===== src/rtl/mesh_term_port.sv =====
// Terminal port on one edge of the mesh: formats client writes into packets
// queued toward the router, and pops and checks packets the router delivers.
module mesh_term_port #(
    parameter int         rows     = 4,
    parameter int         columns  = 4,
    parameter int         pckg_sz  = 40,
    parameter int         f_depth  = 4,
    parameter logic [3:0] my_row   = 4'd0,
    parameter logic [3:0] my_col   = 4'd1
) (
    input  logic                 clk,
    input  logic                 reset,

    input  logic                 wr_en,
    input  logic [3:0]           wr_row,
    input  logic [3:0]           wr_col,
    input  logic                 wr_mode,
    input  logic [pckg_sz-18:0]  wr_payload,
    output logic                 full,

    output logic [pckg_sz-1:0]   data_out_i_in,
    output logic                 pndng_i_in,
    input  logic                 popin,

    input  logic [pckg_sz-1:0]   data_out,
    input  logic                 pndng,
    output logic                 pop,

    input  logic                 rx_en,
    output logic                 rx_valid,
    output logic [pckg_sz-1:0]   rx_data,
    output logic [15:0]          rx_count,
    output logic [15:0]          rx_err_count,
    output logic [7:0]           drop_count,
    output logic                 underflow_err
);

    localparam int PW = (f_depth > 1) ? $clog2(f_depth) : 1;
    localparam int CW = $clog2(f_depth + 1);

    typedef enum logic [1:0] {
        S_IDLE = 2'd0,
        S_POP  = 2'd1,
        S_WAIT = 2'd2
    } sink_state_t;

    // A bad parameter set stops elaboration instead of building a broken port.
    generate
        if (pckg_sz < 18 || f_depth < 2 ||
            int'(my_row) >= rows || int'(my_col) >= columns) begin : g_bad_cfg
            $error("mesh_term_port: invalid parameter set");
        end
    endgenerate

    // ------------------------------------------------------------------
    // Source FIFO
    // ------------------------------------------------------------------
    logic [pckg_sz-1:0] fifo_mem [f_depth];
    logic [PW-1:0]      rd_ptr;
    logic [PW-1:0]      wr_ptr;
    logic [CW-1:0]      count;
    logic               push;
    logic               retire;
    logic [pckg_sz-1:0] wr_pkt;

    function automatic logic [PW-1:0] ptr_inc(input logic [PW-1:0] p);
        return (p == PW'(f_depth - 1)) ? '0 : p + PW'(1);
    endfunction

    assign full          = (count == CW'(f_depth));
    assign pndng_i_in    = (count != '0);
    assign data_out_i_in = pndng_i_in ? fifo_mem[rd_ptr] : '0;

    // A full FIFO rejects the write even when the router pops in that cycle.
    assign push   = wr_en && !full;
    assign retire = popin && pndng_i_in;
    assign wr_pkt = {8'h00, wr_row, wr_col, wr_mode, wr_payload};

    // NOTE: sequential state uses non-blocking assignments so every register
    // samples the pre-edge values regardless of statement order.
    always_ff @(posedge clk) begin
        if (!reset) begin
            rd_ptr        <= '0;
            wr_ptr        <= '0;
            count         <= '0;
            drop_count    <= '0;
            underflow_err <= 1'b0;
        end else begin
            if (push)   wr_ptr <= ptr_inc(wr_ptr);
            if (retire) rd_ptr <= ptr_inc(rd_ptr);

            case ({push, retire})
                2'b10:   count <= count + CW'(1);
                2'b01:   count <= count - CW'(1);
                default: count <= count;
            endcase

            if (wr_en && full && drop_count != 8'hFF)
                drop_count <= drop_count + 8'd1;

            if (popin && !pndng_i_in)
                underflow_err <= 1'b1;
        end
    end

    // NOTE: the storage array has no reset; count gates every read, so stale
    // entries are never visible and the array can map onto plain RAM.
    always_ff @(posedge clk) begin
        if (reset && push)
            fifo_mem[wr_ptr] <= wr_pkt;
    end

    // ------------------------------------------------------------------
    // Sink FSM
    // ------------------------------------------------------------------
    sink_state_t state;
    sink_state_t state_nxt;
    logic        capture;
    logic        dest_ok;

    assign capture = (state == S_IDLE) && rx_en && pndng;
    assign dest_ok = (rx_data[pckg_sz-9 -: 4] == my_row) &&
                     (rx_data[pckg_sz-13 -: 4] == my_col);

    always_ff @(posedge clk) begin
        if (!reset) state <= S_IDLE;
        else        state <= state_nxt;
    end

    // NOTE: every combinational output gets a default first, so no path
    // through the case leaves it unassigned and infers a latch.
    always_comb begin
        state_nxt = state;
        case (state)
            S_IDLE:  if (capture) state_nxt = S_POP;
            S_POP:   state_nxt = S_WAIT;
            S_WAIT:  state_nxt = S_IDLE;
            default: state_nxt = S_IDLE;
        endcase
    end

    // pop is high for exactly the POP cycle; the router retires on that edge
    // and refreshes pndng/data_out during WAIT.
    always_comb begin
        pop      = 1'b0;
        rx_valid = 1'b0;
        if (state == S_POP) begin
            pop      = 1'b1;
            rx_valid = 1'b1;
        end
    end

    always_ff @(posedge clk) begin
        if (!reset) begin
            rx_data      <= '0;
            rx_count     <= '0;
            rx_err_count <= '0;
        end else begin
            if (capture)
                rx_data <= data_out;
            if (state == S_POP) begin
                if (dest_ok) begin
                    if (rx_count != 16'hFFFF) rx_count <= rx_count + 16'd1;
                end else begin
                    if (rx_err_count != 16'hFFFF) rx_err_count <= rx_err_count + 16'd1;
                end
            end
        end
    end

endmodule


===== config.mk =====
export PLATFORM = sky130hd
export DESIGN_NAME = mesh_term_port
export DESIGN_NICKNAME = d
export VERILOG_FILES = /design/src/rtl/mesh_term_port.sv
export SDC_FILE = /design/constraint.sdc
export NUM_CORES = 1
export LEC_CHECK = 0
export ABC_CLOCK_PERIOD_IN_PS = 2800
export CAP_MARGIN = 5
export CORE_UTILIZATION = 51
export DETAILED_ROUTE_END_ITERATION = 8
export GPL_TIMING_DRIVEN = 0
export PLACE_DENSITY = 0.81
export SLEW_MARGIN = 25
export SYNTH_ARGS = -nofsm -noshare
export SYNTH_HDL_FRONTEND = slang
export SYNTH_SLANG_ARGS = --single-unit
export TNS_END_PERCENT = 100

===== constraint.sdc =====
create_clock -name clk -period 2.8 [get_ports clk]
set_input_delay 0.84 -clock clk [delete_from_list [all_inputs] [get_ports clk]]
set_output_delay 0.84 -clock clk [all_outputs]
set_load 0.01 [all_outputs]

==> flow_summary_export.csv, run 1 <==
group,metric,value,unit
clocking,cts_tree,"done",
logic_synthesis,synth_edf_count,128,
sta,setup_ws,-0.0238,ns
sta,max_freq,354,MHz
worst_setup_path,worstPathArrival,1.98,ns
drt,wl_met3,1.69,mm
worst_setup_path,cpMostUsedCell,"buf_6",
clocking,cts_buffers,23,
global_route,grt_pass1_vias,6251,
global_route,grt.total_usage,23.4,%
drt,top_layer_used,"met4",
sta,timing.final.hold_violations,0,
worst_setup_path,crit_buf_inv,3,
finish,area_delta_synth_final,35.8,%
floorplan,die_w,136,um
floorplan,placementRows,48,
global_route,grt_pass1_wl,32.8,mm
clocking,cts-root-buf,"clkbuf_16",
finish,nNetsFinal,1004,
drt,finalWirelength,21.0,mm
worst_setup_path,crit_fanout,5,
floorplan,dieArea,18400,um2
power,power_density,720,nW/um2
worst_setup_path,endpoint_kind,"output port",
logic_synthesis,yosys-top-cells-count,"edfxtp_1, nand2_1, dfxtp_1, and2_1, a21boi_0",
logic_synthesis,syn_inst,679,
drt,viasPerCell,5.21,
clocking,clk_pin_slew,0.06,ns
place,port_buffers,193,
sta,setup_viol,4,
finish,antenna_cells,0,
outcome,violations,"setup timing",
sta,rsz0062_at_grt,"true",
worst_setup_path,critPathMaxStageDelay,0.49,ns
logic_synthesis,synth_seq_cells,220,
power,ir_drop,0.526,mV
finish,nFillCells,1186,
finish,drive_gt1_share,18.9,%
logic_synthesis,synth.top_cell.area_share,42.3,%
logic_synthesis,synth_warnings,0,
sta,relSlewSlack,60.0,%
global_route,antenna_found_initial,0,
drt,drtIter0Drc,205,
floorplan,die_height,136,um
sta,period_minus_slack,2.82,ns
worst_setup_path,r2r_cells,9,
global_route,grt_max_degree,24,
logic_synthesis,synth_area_leaders,"edfxtp_1, dfxtp_1, mux4_2",
floorplan,io-pin-count,203,
place,dp.cells,1108,
worst_hold_path,holdPathStages,2,
drt,wl_met2,10.6,mm
logic_synthesis,yosys.area.top_type,"edfxtp_1",
place,dp_slack,-0.268,ns
worst_setup_path,cp.depth,5,
clocking,clk_latency,0.51,ns
worst_setup_path,startpoint_type,"register",
finish,instances_no_fill,1158,
sta,fin_skew,0.0101,ns
logic_synthesis,avgSynthCellArea,13.4,um2
clocking,htree_levels,1,
logic_synthesis,post-synth-top-count-cell,"edfxtp_1",
worst_setup_path,crit_family,"multiplexers",
sta,worst_pin_slew,0.599,ns
place,globalplace.congestion,0.806,
floorplan,coreArea,17400,um2
worst_setup_path,crit_chain,"buf_6 -> buf_6 -> mux4_2 -> and2_4 -> buf_6",
clocking,cts-hold-fix-buffers,0,
worst_hold_path,min_path_type,"reg -> reg",
drt,routed-via-count,6035,
drt,remaining_drc_errors,0,
worst_setup_path,crit_type,"reg -> out",
outcome,status,"finished with violations",
logic_synthesis,synth_ff_type,"edfxtp_1",
worst_setup_path,slowest_stage,"mux4_2",
sta,hold_ws,0.450,ns
global_route,grt_overflow_total,0,
sta,drv_slew,0,
logic_synthesis,syn_area,9090,um2
sta,fin_crit_sh,101,%
job,max_cap_violations,0,
power,p_leak,4.56,nW
logic_synthesis,synthArstFlopShare,0,%
clocking,clock_sinks,220,
drt,drt-met1-wl,8.29,mm
worst_setup_path,required,1.96,ns
drt,first_pass_iters,4,
place,dp_hpwl,13.8,mm
logic_synthesis,yosysUniqueCellTypes,54,
drt,wl_per_cell,18.1,um
clocking,clockBufferDepth,3,
drt,ant_nets,0,
logic_synthesis,yosysSeqAreaShare,62.5,%
floorplan,start_util,52.4,%
[cell usage in the layout, fill, tap and decap left out, types with 5 or more instances in the layout]
master	n
a21boi_0	40
a21boi_1	6
and2_1	44
and2_4	16
buf_12	5
buf_2	20
buf_4	11
buf_6	21
clkbuf_1	25
clkbuf_16	23
clkdlybuf4s50_1	160
clkinv_2	7
conb_1	8
dfxtp_1	90
edfxtp_1	128
ha_1	9
inv_1	11
mux2i_1	9
mux4_2	32
nand2_1	103
nand2b_1	6
nand3_1	19
nand4_1	10
nor2b_1	8
nor3_1	13
o21ai_0	5
xor2_1	24
[layout make-up]
type                       count  area [um2]  area share, %
buffer                        40         262           2.12
clock buffer                  30         622           5.04
clock inverter                12         149           1.21
inverter                      12        45.0          0.365
multi-input combinational    412        3240           26.2
sequential                   220        5690           46.1
tap                          225         282           2.28
timing repair buffer         207        2060           16.7
[sequential cells by signal, summed over array words and instances (netlist names), named ones only]
signal,cells
drop_count,8
fifo_mem,128
count,3
rx_data,40
rd_ptr,2
wr_ptr,2
state,2
underflow_err,1
rx_count,16
rx_err_count,16
[final timing paths]
| path | from | to | slack (ns) |
|---|---|---|---|
| max | register | data_out_i_in[5] | -0.02 |
| min | rx_data[2]$_SDFFE_PN0P_ | rx_data[2]$_SDFFE_PN0P_ | 0.45 |
| max reg2reg | count[2]$_SDFFE_PN0P_ | count[2]$_SDFFE_PN0P_ | 0.42 |
| min reg2reg | rx_data[2]$_SDFFE_PN0P_ | rx_data[2]$_SDFFE_PN0P_ | 0.45 |
[report_power, final]
| part | switching (W) | leakage [nW] | internal (W) | total (W) |
|---|---|---|---|---|
| Clock | 0.00124 | 0.385 | 0.00185 | 0.00309 |
| Sequential | 0.000104 | 1.91 | 0.00359 | 0.00369 |
| Combinational | 0.000928 | 2.27 | 0.00118 | 0.00211 |
| Total | 0.00227 | 4.56 | 0.00662 | 0.00889 |
[worst register-to-register path, delay by kind of cell (launching register included)]
| kind | cells | cell delay (ns) |
|---|---|---|
| AND/OR/NAND/NOR | 3 | 0.77 |
| adder cells (fa/ha/maj) | 2 | 0.57 |
| flip-flops | 1 | 0.40 |
| buffers and inverters | 2 | 0.20 |
| AO/OA/AOI/OAI | 1 | 0.20 |
| XOR/XNOR | 1 | 0.16 |
[logic make-up after synthesis]
family,count (synthesis),synth area share [%]
AOI/OAI and AO/OA,66,5.72
xor gates and xnor gates,28,2.70
adders and majority gates,10,1.46
buffers and inverters,54,2.82
DFF,220,62.5
muxes,41,8.91
other,1,0.0412
and+or+nand+nor,259,15.8
[metrics by stage]
step	util [%]	cell area [um2]	power, W	TNS [ns]
3_3_place_gp	65.3	11300	0.00557	-99.84
2_1_floorplan	-	9120	0.00471	0
5_1_grt	71.1	12300	0.00925	-0.802
4_1_cts	71.6	12400	0.00902	-0.641
3_5_place_dp	65.9	11400	0.00563	-7.96
6_report	71.1	12300	0.00889	-0.0519
[timing repair]
item / CTS / global route
cloned: 3 / 0
setup endpoints to repair: 33 / 32
pin swaps: 10 / 4
gates resized for setup: 185 / 14
buffers inserted: 10 / 0
[metal layers]
metal  global-route usage (%)  vias to the layer above
met4                     4.93                        0
met1                     27.3                     2867
li1                         -                     2912
met3                     6.70                       31
met2                     42.5                      225
met5                        0                        -
Power figures use the tool's default switching activity.
==> run 2: changes to the inputs <==
SETUP_SLACK_MARGIN = 0.2   (was default)
==> flow_summary_export.csv, run 2 (synthesis gave the netlist of run 1 again) <==
group,metric,value,unit
outcome,status,"finished with violations",
outcome,violations,"setup timing",
floorplan,dieArea,18400,um2
worst_setup_path,crit_buf_inv,5,
floorplan,die_w,136,um
power,ir_drop,0.639,mV
sta,timing.final.hold_violations,0,
floorplan,io-pin-count,203,
worst_hold_path,hold_end,"rx_data[0]$_SDFFE_PN0P_",
finish,reg.largest.list,"fifo_mem: 128 flops, rx_data: 40 flops",
finish,post-route-util,72.0,%
job,max_cap_violations,0,
worst_setup_path,required,1.96,ns
finish,mostFrequentLayoutCells,"clkdlybuf4s50_1, edfxtp_1, nand2_1",
sta,rsz0062_at_grt,"true",
global_route,grt_max_degree,33,
worst_setup_path,slowest_stage,"mux4_2",
power,p_leak,4.60,nW
sta,drv_slew,0,
place,port_buffers,193,
sta,setup_ws,-0.113,ns
sta,max_freq,343,MHz
global_route,grt.total_usage,22.8,%
clocking,clockBufferDepth,3,
drt,first_pass_iters,4,
power,power_density,731,nW/um2
clocking,cts_tree,"done",
worst_hold_path,hold_path_startpoint,"rx_data[0]$_SDFFE_PN0P_",
finish,nNetsFinal,1010,
floorplan,coreArea,17400,um2
worst_setup_path,rr_startpoint,"count[2]$_SDFFE_PN0P_",
worst_setup_path,reg2reg_to,"count[2]$_SDFFE_PN0P_",
worst_setup_path,crit_fanout,6,
sta,hold_ws,0.452,ns
drt,remaining_drc_errors,0,
sta,relSlewSlack,42.9,%
place,post_dp_cell_area,11300,um2
global_route,grt_overflow_total,0,
worst_setup_path,worstPathArrival,2.07,ns
drt,finalWirelength,20.7,mm
worst_setup_path,ff2ff_setup_slack,0.52,ns
worst_setup_path,crit_type,"reg -> out",
finish,regMostFlops,"fifo_mem",
clocking,clk_pin_slew,0.06,ns
worst_hold_path,holdPathStages,2,
place,globalplace.congestion,0.791,
floorplan,die_height,136,um
worst_setup_path,r2r_cells,10,
finish,largest_reg_flops,128,
worst_setup_path,crit_family,"buffers and inverters",
worst_setup_path,startpoint_type,"register",
sta,fin_skew,0.0284,ns
place,dp_hpwl,13.2,mm
drt,wl_per_cell,17.8,um
global_route,antenna_found_initial,0,
drt,routed-via-count,6077,
sta,worst_pin_slew,0.857,ns
clocking,cts_buffers,23,
drt,drtIter0Drc,279,
sta,period_minus_slack,2.91,ns
finish,antenna_cells,0,
finish,final_common_cell,"clkdlybuf4s50_1",
drt,ant_nets,0,
finish,area_delta_synth_final,37.3,%
global_route,grt_pass1_vias,6085,
finish,final_area,12500,um2
clocking,cts-root-buf,"clkbuf_16",
sta,setup_viol,25,
worst_setup_path,cpMostUsedCell,"buf_6",
floorplan,start_util,52.4,%
worst_setup_path,endpoint_kind,"output port",
sta,fin_crit_sh,104,%
worst_setup_path,critPathMaxStageDelay,0.50,ns
finish,drive_gt1_share,20.7,%
worst_setup_path,crit_chain,"buf_8 -> buf_6 -> buf_12 -> buf_16 -> mux4_2 -> and2_4 -> buf_6",
global_route,grt_pass1_wl,32.1,mm
clocking,clock_sinks,220,
worst_hold_path,min_path_type,"reg -> reg",
sta,tns,-1.23,ns
power,total_power,0.00913,W
drt,viasPerCell,5.22,
clocking,htree_levels,1,
floorplan,placementRows,48,
clocking,clk_latency,0.51,ns
## run 2: cell types whose count changed in the layout (fill, tap and decap cells not counted), moves of 3 or more
cell / change
and2_1: -8
and2_4: +8
buf_2: -10
buf_4: +3
buf_6: +13
clkbuf_8: -3
clkinv_2: -5
clkinv_4: +3
clkinvlp_2: +3
dfxtp_2: +3
## run 2: repair_timing
item | in CTS | in global routing
cloned | 3 | 0
setup buffers | 12 | 3
setup endpoints to repair | 35 | 34
hold buffers | 0 | 0
pin swaps | 13 | 4
resized for setup | 192 | 39
## run 2: worst min-delay path, delay by kind of cell (launching register included)
family,cells,cell delay [ns]
flip-flops,1,0.31
AND/OR/NAND/NOR,1,0.05
AO/OA/AOI/OAI,1,0.05
## run 2: per-layer routing
layer  routed length [um]  GRT usage [%]  share of wire, %
met1                 8400           27.7                40
met4                  201           4.56              0.97
met3                 1710           6.81               8.2
met2                10400           39.9                50
met5                    0              0                 0
## run 2: where the power goes
part / switching (W) / total [W] / internal (W)
Sequential: 0.0000921 / 0.00368 / 0.00359
Combinational: 0.00101 / 0.00248 / 0.00147
Clock: 0.00124 / 0.00297 / 0.00173
## run 2: layout make-up
| cell class | instances | area (um2) |
|---|---|---|
| repair buffers | 211 | 2180 |
| inverters | 12 | 47.5 |
| flip-flops and latches | 220 | 5690 |
| well taps | 225 | 282 |
| clock buffers | 27 | 601 |
| plain buffers | 42 | 283 |
| clock inverters | 15 | 143 |
| multi-input cells | 412 | 3270 |
| fillers | 1161 | 4870 |
## run 2: metrics by stage
stage,std cells,setup slack (ns)
after CTS,1161,-0.139
after global placement,1104,-0.219
final,1164,-0.113
after detailed placement,1104,-0.233
after global routing,1164,-0.175
after floorplan,686,0.445
## run 2: worst max-delay path by stage
| stage | to | startpoint | cells after the start | slack (ns) |
|---|---|---|---|---|
| final | data_out_i_in[3] | register | 7 | -0.11 |
| after global routing | data_out_i_in[3] | register | 7 | -0.17 |
| after CTS | data_out_i_in[3] | register | 7 | -0.14 |
| after detailed placement | data_out_i_in[3] | register | 5 | -0.23 |
| after global placement | data_out_i_in[3] | register | 5 | -0.22 |
| after floorplan | data_out_i_in[10] | register | 4 | 0.44 |
